[config.mk]
export PLATFORM = sky130hd
export DESIGN_NAME = uart_line_tx
export DESIGN_NICKNAME = d
export VERILOG_FILES = /design/src/rtl/uart_line_tx.sv
export SDC_FILE = /design/constraint.sdc
export NUM_CORES = 1
export LEC_CHECK = 0
export BUFFER_PORTS_ARGS = -buffer_cell sky130_fd_sc_hd__buf_2
export CAP_MARGIN = 20
export CORE_MARGIN = 2
export CORE_UTILIZATION = 30
export CTS_BUF_LIST = sky130_fd_sc_hd__clkbuf_2 sky130_fd_sc_hd__clkbuf_4 sky130_fd_sc_hd__clkbuf_8
export DETAILED_ROUTE_END_ITERATION = 8
export GPL_ROUTABILITY_DRIVEN = 0
export SLEW_MARGIN = 25
export SYNTH_ARGS = -nofsm -noshare
export SYNTH_HDL_FRONTEND = slang
export SYNTH_SLANG_ARGS = --single-unit
[constraint.sdc]
create_clock -name clk -period 8.8 [get_ports clk]
set_input_delay 0.88 -clock clk [delete_from_list [all_inputs] [get_ports clk]]
set_output_delay 0.88 -clock clk [all_outputs]
set_load 0.05 [all_outputs]
[src/rtl/uart_line_tx.sv]
`default_nettype none
// ============================================================================
// Module   : uart_line_tx
// Function : byte FIFO feeding an 8N1 UART transmitter, with end-of-line pulse
// Revision : 1.0 - initial release
// ============================================================================
module uart_line_tx #(
  parameter int CLK_DIV    = 16,
  parameter int FIFO_DEPTH = 16
) (
  input  logic                        clk,
  input  logic                        reset,
  input  logic [7:0]                  in_data,
  input  logic                        in_valid,
  output logic                        in_ready,
  output logic                        serial_tx,
  output logic                        busy,
  output logic [$clog2(FIFO_DEPTH):0] level,
  output logic                        eol_pulse,
  output logic                        overflow
);

  localparam int ADDR_W = $clog2(FIFO_DEPTH);
  localparam int CNT_W  = $clog2(CLK_DIV);

  localparam logic [CNT_W-1:0]  BAUD_RELOAD = CNT_W'(CLK_DIV - 1);
  localparam logic [ADDR_W:0]   LEVEL_FULL  = (ADDR_W + 1)'(FIFO_DEPTH);
  localparam logic [ADDR_W:0]   LEVEL_ONE   = (ADDR_W + 1)'(1);
  localparam logic [ADDR_W-1:0] PTR_ONE     = ADDR_W'(1);
  localparam logic [CNT_W-1:0]  BAUD_ONE    = CNT_W'(1);

  typedef enum logic [1:0] {
    S_IDLE  = 2'd0,
    S_START = 2'd1,
    S_DATA  = 2'd2,
    S_STOP  = 2'd3
  } state_t;

  state_t            r_state;
  logic [7:0]        r_mem [FIFO_DEPTH];
  logic [ADDR_W-1:0] r_wr_ptr;
  logic [ADDR_W-1:0] r_rd_ptr;
  logic [ADDR_W:0]   r_level;
  logic              r_overflow;
  logic [CNT_W-1:0]  r_baud;
  logic [2:0]        r_bit_idx;
  logic [7:0]        r_byte;
  logic              r_tx;
  logic              r_eol;

  logic w_push;
  logic w_pop;
  logic w_bit_end;

  // Readiness looks only at the registered level, so a pop in the same
  // cycle never opens a slot for a push while full.
  assign in_ready  = !reset && (r_level != LEVEL_FULL);
  assign w_push    = in_valid && in_ready;
  assign w_pop     = (r_state == S_IDLE) && (r_level != '0);
  assign w_bit_end = (r_baud == '0);

  always_ff @(posedge clk) begin
    if (w_push) begin
      r_mem[r_wr_ptr] <= in_data;
    end
  end

  always_ff @(posedge clk) begin
    if (reset) begin
      r_wr_ptr   <= '0;
      r_rd_ptr   <= '0;
      r_level    <= '0;
      r_overflow <= 1'b0;
    end else begin
      if (w_push) begin
        r_wr_ptr <= r_wr_ptr + PTR_ONE;
      end
      if (w_pop) begin
        r_rd_ptr <= r_rd_ptr + PTR_ONE;
      end
      case ({w_push, w_pop})
        2'b10:   r_level <= r_level + LEVEL_ONE;
        2'b01:   r_level <= r_level - LEVEL_ONE;
        default: r_level <= r_level;
      endcase
      if (in_valid && !in_ready) begin
        r_overflow <= 1'b1;
      end
    end
  end

  // The baud counter counts down from CLK_DIV-1 and is reloaded on every
  // bit boundary, so each line level is held for exactly CLK_DIV cycles.
  always_ff @(posedge clk) begin
    if (reset) begin
      r_state   <= S_IDLE;
      r_tx      <= 1'b1;
      r_baud    <= BAUD_RELOAD;
      r_bit_idx <= '0;
      r_byte    <= '0;
      r_eol     <= 1'b0;
    end else begin
      r_eol <= 1'b0;
      case (r_state)
        S_IDLE: begin
          r_tx      <= 1'b1;
          r_baud    <= BAUD_RELOAD;
          r_bit_idx <= '0;
          if (w_pop) begin
            r_byte  <= r_mem[r_rd_ptr];
            r_tx    <= 1'b0;
            r_state <= S_START;
          end
        end
        S_START: begin
          if (w_bit_end) begin
            r_baud  <= BAUD_RELOAD;
            r_tx    <= r_byte[0];
            r_state <= S_DATA;
          end else begin
            r_baud <= r_baud - BAUD_ONE;
          end
        end
        S_DATA: begin
          if (w_bit_end) begin
            r_baud <= BAUD_RELOAD;
            if (r_bit_idx == 3'd7) begin
              r_tx    <= 1'b1;
              r_state <= S_STOP;
            end else begin
              r_bit_idx <= r_bit_idx + 3'd1;
              r_tx      <= r_byte[r_bit_idx + 3'd1];
            end
          end else begin
            r_baud <= r_baud - BAUD_ONE;
          end
        end
        S_STOP: begin
          if (w_bit_end) begin
            r_baud  <= BAUD_RELOAD;
            r_state <= S_IDLE;
            r_eol   <= (r_byte == 8'h0d) || (r_byte == 8'h0a);
          end else begin
            r_baud <= r_baud - BAUD_ONE;
          end
        end
        default: begin
          r_state <= S_IDLE;
          r_tx    <= 1'b1;
        end
      endcase
    end
  end

  assign serial_tx = r_tx;
  assign busy      = !reset && ((r_state != S_IDLE) || (r_level != '0));
  assign level     = r_level;
  assign eol_pulse = r_eol;
  assign overflow  = r_overflow;

endmodule
`default_nettype wire

# Word level (Yosys, flattened, before mapping)
# Memory sizes are Yosys's and may differ from the RTL's. A register that Yosys moved wholly into a read port is not among the register bits.
# Index checks and enable logic that the tools add are counted.
# classes
addsub	6
magnitude_cmp	1
eq_ne	15
mux	21
bitwise_logic	2
reduce_logical	22
# ops
op	count
8-bit by 4-bit equality test with 1-bit output, second input constant	2
2-bit inequality test, second input constant	6
2-bit two-way mux	5
5-bit case mux with 2 select lines	1
4-bit by 1-bit adder with 4-bit output, second input constant	2
2-bit case mux with 4 select lines	1
4-bit case mux with 2 select lines	1
1-bit two-way mux	7
2-bit equality test, second input constant	3
3-bit two-way mux	2
3-bit case mux with 2 select lines	1
3-bit AND reduction	2
2-bit nonzero test	3
3-bit OR reduction	2
5-bit by 1-bit adder with 5-bit output, second input constant	1
1-bit logical AND	5
5-bit inequality test, second input constant	1
5-bit AND reduction	1
5-bit nonzero test	1
5-bit by 1-bit subtractor with 5-bit output, second input constant	1
2-bit by 1-bit equality test with 1-bit output, second input constant	2
4-bit zero test	1
3-bit by 4-bit less-than comparator with 1-bit output, second input constant	1
4-bit two-way mux	1
11 further kinds	14
# totals
regBits	25
ramBits	128
inputBits	11
out_inout_bits	10
word_cells	77
n_memories	1
# memory_table
name	words	width	read_ports	rd_ports_with_merged_regs	wr	line	rtl
r_mem	16	8	1	1	1	40	logic [7:0] r_mem [FIFO_DEPTH];

# Longest topological paths before layout
# depth
ltp_word	6
ltp_mapped	14
mapped_depth_nobuf	12

# Least setup slack after synthesis
# Ideal clock, no wire load.
# synth_timing
kind	reg-to-reg
startpoint	register r_level[1] (netlist: level[1])
endpoint	register r_level[4] (netlist: level[4])
setup_time_ns	0.121
t_arrival_ns	3.180
required_ns	8.679
path_slack_ns	5.500
path_stages_with_launch	15
n_path_buf	3
synth_period_minus_slack_ns	3.300
path_cell_list	dfxtp_1 -> buf_6 -> or4_4 -> o21ai_4 -> inv_1 -> buf_6 -> ha_1 -> clkbuf_1 -> xor2_1 -> ha_1 -> a211o_1 -> nand2_1 -> nand3b_1 -> a31oi_1 -> mux2_2
# synth_between
word_cells_on_any_way	11
classes_between	add/sub (2); eq/ne (3); mux (1); reduce/logical (5)
# synth_rtl
item	line	rtl
start, declared	43	logic [ADDR_W:0] r_level;
start signal, assigned	82	2'b10: r_level <= r_level + LEVEL_ONE;
start signal, assigned	83	2'b01: r_level <= r_level - LEVEL_ONE;
start signal, assigned	84	default: r_level <= r_level;
5-bit nonzero test (*)	59	assign w_pop = (r_state == S_IDLE) && (r_level != '0);
1-bit logical AND (*)	59	
via w_pop	52	logic w_pop;
2-bit by 1-bit equality test with 1-bit output / 2-bit equality test (equally long branches)	81	case ({w_push, w_pop})
5-bit case mux with 2 select lines / 2-bit nonzero test (equally long branches)	-	
# The timed path passes the listed nets; every way through them passes the cells marked *.
# A chain may end at the register's enable or synchronous reset.

# Worst setup path in the final report
# layout_timing
startpoint	register r_level[1] (netlist: level[1])
endpoint	register r_level[4] (netlist: level[4])
# layout_between
elab_chain_cells	5
word_cells_on_any_way	11
classes_between	add/sub (2); eq/ne (3); mux (1); reduce/logical (5)
# layout_lines
item	line	rtl
5-bit inequality test	57	assign in_ready = !reset && (r_level != LEVEL_FULL);
1-bit logical AND	57	
1-bit logical AND	58	assign w_push = in_valid && in_ready;
2-bit by 1-bit equality test with 1-bit output / 2-bit equality test (equally long branches)	81	
5-bit case mux with 2 select lines / 2-bit nonzero test (equally long branches)	-	
# Parallel ways exist; a longest one is shown, timed or not.

==> flow_results.org <==
** Synth
- By area the synthesized netlist is led by sky130_fd_sc_hd__edfxtp_1 (57%), sky130_fd_sc_hd__dfxtp_1 (9.8%), sky130_fd_sc_hd__mux4_2 (6.7%), sky130_fd_sc_hd__mux2i_1 (4.6%), sky130_fd_sc_hd__ha_1 (3.0%).
- Cell Area, Synth :: 6730 um2
- For this run, asynchronously set or reset flops after synthesis account for 0.
- By instance count, the leading cell after synthesis is sky130_fd_sc_hd__edfxtp_1.
- Ys flop type :: sky130_fd_sc_hd__edfxtp_1
- Cells after synthesis :: 445
- Cell type with the largest total area after synthesis :: sky130_fd_sc_hd__edfxtp_1
- Post-synthesis net count :: 472
- Post-Syn Area per Cell :: 15.1 um2
- After synthesis, the most frequently instantiated cells are sky130_fd_sc_hd__edfxtp_1 (128), sky130_fd_sc_hd__nor2_1 (39), sky130_fd_sc_hd__dfxtp_1 (33).
- For this run, the number of Yosys warnings is 0.
- Of the post-synthesis cell area, the dominant cell type holds 0.572.
- Number of flops mapped to enable cells by yosys :: 128
- Sequential-to-total area share from yosys stat :: 0.670
- The number of different library cells used by synthesis comes to 45.
- Count of state elements after synthesis :: 161

** Final layout
- 0 antenna diodes ended up in the layout.
- In the final layout, the share of cells above drive strength 1 is 0.192.
- Multi-input gate area in the final layout :: 2060 um2
- Total Nets Final :: 487
- In the final layout, flip-flops and latches occupy 4510 um2.
- Layout-stage area growth over the synthesis result :: 10.8%
- Total of fill cells in the finished design :: 2,126

** Detailed routing
- Once detail routing completed, the nets flagged for antenna violations numbered 0.
- Vias post-DR :: 3,627
- Wire length per cell :: 17.6 um
- The final layout contains routed wiring with a total length of 13.3 mm.
- Detailed-routing iteration count for the pre-antenna-repair pass :: 5
- Per-cell via count in the routed design :: 4.82
- For this run, design rule violations remaining after detail routing come to 0.
- After the first detailed-routing iteration, the DRC count stood at 231.

** CTS
- Buffers added to address setup during post-CTS repair amount to 0.
- Clock Tree Root :: sky130_fd_sc_hd__clkbuf_8
- Number of gates resized after cts :: 0
- The tree built by TritonCTS fans out to 161 sinks.
- After clock tree synthesis, the clock-pin slew on the worst setup and hold paths is 0.09 ns.
- Num CTS Buffers :: 17
- CTS built an H-tree with a depth of 4.
- TritonCTS built the clock tree.
- The clock passes through at most 2 buffers.
- The later pin in the worst-skew pair is clocked with a latency of 0.46 ns.
- Hold-fix buffer count after cts :: 0

** Die
- Horizontal extent of the die :: 154 um
- Floorplan Core Area :: 21,900 um2
- Full die area :: 23,600 um2
- In this run the count of I/O pins placed on the die edge is 21.
- Effective utilization at floorplan :: 0.307
- The floorplan has 54 rows.
- Height of the chip :: 154 um

** Timing
- The worst path in the final design needs a cycle of 3.44 ns, including I/O delays and setup.
- Setup slack of the critical path after layout :: 5.36 ns
- Remaining max-slew budget at the tightest pin :: 0.428
- In the finished design, the share of the clock period the worst path needs comes to 0.391.
- The max-slew violation count was 0.
- Adding up every negative setup slack in the final design gives 0 ns.
- Clock tree skew after final layout :: 0.0153 ns
- The number of hold-slack violations in the final timing report is 0.
- Measured slew at the worst slew-check pin :: 0.854 ns
- Final setup fails :: 0
- Fmax :: 291 MHz
- Unrepaired setup endpoints after global routing :: no

** Critical path
- The worst setup path is launched from a flop.
- Maximum net fanout on the critical path :: 13
- Walking the worst path, the cells encountered are or4_4 -> o21ai_4 -> inv_1 -> ha_1 -> xor2_1 -> ha_1 -> a211o_1 -> nand2_1 -> nand3b_1 -> a31oi_1 -> mux2_2.
- The largest individual stage delay along the critical path comes from the cell sky130_fd_sc_hd__or4_4.
- Buffering stage count on the worst path with inverters included :: 1
- The largest single stage delay on the critical path is 0.57 ns.
- Endpoint class of the critical path :: flop
- Critical path type :: reg -> reg
- Library cell appearing most often on the critical path :: sky130_fd_sc_hd__ha_1
- The kind of cell with the highest combined delay along the critical path is compound AO/OA/AOI/OAI gates.
- Data arrives at the worst endpoint at 3.78 ns.
- Data required time of the critical path :: 9.14 ns

** GRT
- Number of global-route vias before repair :: 3,668
- GRT Total Usage :: 0.117
- Pin count of the biggest net entering global routing :: 50
- The initial antenna violation count came to 0.
- Overall overflow remaining after global route :: 0
- The first global-routing pass estimated 21.0 mm of wire.

** Job
- Maximum Capacitance Violations :: 0

** Placed design
- Place WS :: 4.98 ns
- IO buf count :: 20
- Summed over all nets, the half-perimeter wirelength after detailed placement is 8.51 mm.

** Hold path
- Hold Crit Class :: reg -> reg

** Status
- Status :: finished, final reports clean

** Pwr
- In this run the static leakage power is 0.00238 uW.
- Largest vdd supply drop :: 0.111 mV
- Power density over cell area :: 284 nW/um2
where the power goes:
group          internal (uW)  switching, uW  total, uW  leakage, uW
registers                869           47.5        916      0.00142
clock network            232            296        528     0.000190
logic                    273            402        675     0.000767
path summary, 6_finish.rpt:
| path | startpoint | endpoint | slack [ns] | cells after the start |
|---|---|---|---|---|
| worst max register to register | level[1] | level[4] | 5.36 | 11 |
| worst min register to register | r_baud[0] | r_baud[0] | 0.42 | 1 |
| worst max-delay path | level[1] | level[4] | 5.36 | 11 |
| worst min-delay path | r_baud[0] | r_baud[0] | 0.42 | 1 |
cells by family (layout without fill, tap and decap cells):
logic type | count (synthesis) | in the layout | synth area share
muxes | 52 | 52 | 0.115
DFF | 161 | 161 | 0.670
adders and majority gates | 16 | 16 | 0.0298
AOI/OAI and AO/OA | 60 | 60 | 0.0660
and+or+nand+nor | 107 | 107 | 0.0770
buffers and inverters | 37 | 65 | 0.0270
xor gates and xnor gates | 12 | 12 | 0.0156
layout by cell type, fill, tap and decap left out, drive strengths merged, types with 8 or more instances in the layout:
cell and instances:
a211oi 8, a21oi 11, a22oi 11, buf 22
clkbuf 17, dfxtp 33, edfxtp 128, ha 16
inv 19, mux2i 31, mux4 20, nand2 21
nand3 8, nor2 39, nor3 13, o22ai 16
xor2 9
layer usage:
layer  global-route usage  wire length [um]  vias to the layer above
li1                     -                 -                     1735
met5                    0                 0                        -
met2                0.171              6080                       71
met1                0.168              6360                     1812
met4               0.0336               125                        0
met3               0.0361               706                        9
registers in the layout, summed over array words and instances (netlist names):
name       count
r_mem        128
r_byte         8
level          5
r_baud         4
r_rd_ptr       4
r_wr_ptr       4
r_bit_idx      3
r_state        2
eol_pulse      1
overflow       1
serial_tx      1
area by class of cell:
| type | count | area share |
|---|---|---|
| tap | 280 | 0.0470 |
| clock buffer | 17 | 0.0314 |
| multi-input combinational | 247 | 0.276 |
| clock inverter | 15 | 0.0196 |
| inverter | 11 | 0.00554 |
| timing repair buffer | 22 | 0.0154 |
| sequential | 161 | 0.605 |
through the flow:
step	cell area, um2	util	total power (uW)	cells	hold WS (ns)
6_report	7450	0.340	2120	753	0.425
5_1_grt	7450	0.340	2240	753	0.448
4_1_cts	7440	0.340	2130	753	0.434
3_5_place_dp	7060	0.323	1600	721	0.414
3_3_place_gp	7050	0.322	1590	721	0.380
2_1_floorplan	6730	-	1500	445	0.371
No activity file was read; power rests on OpenSTA's default activity.
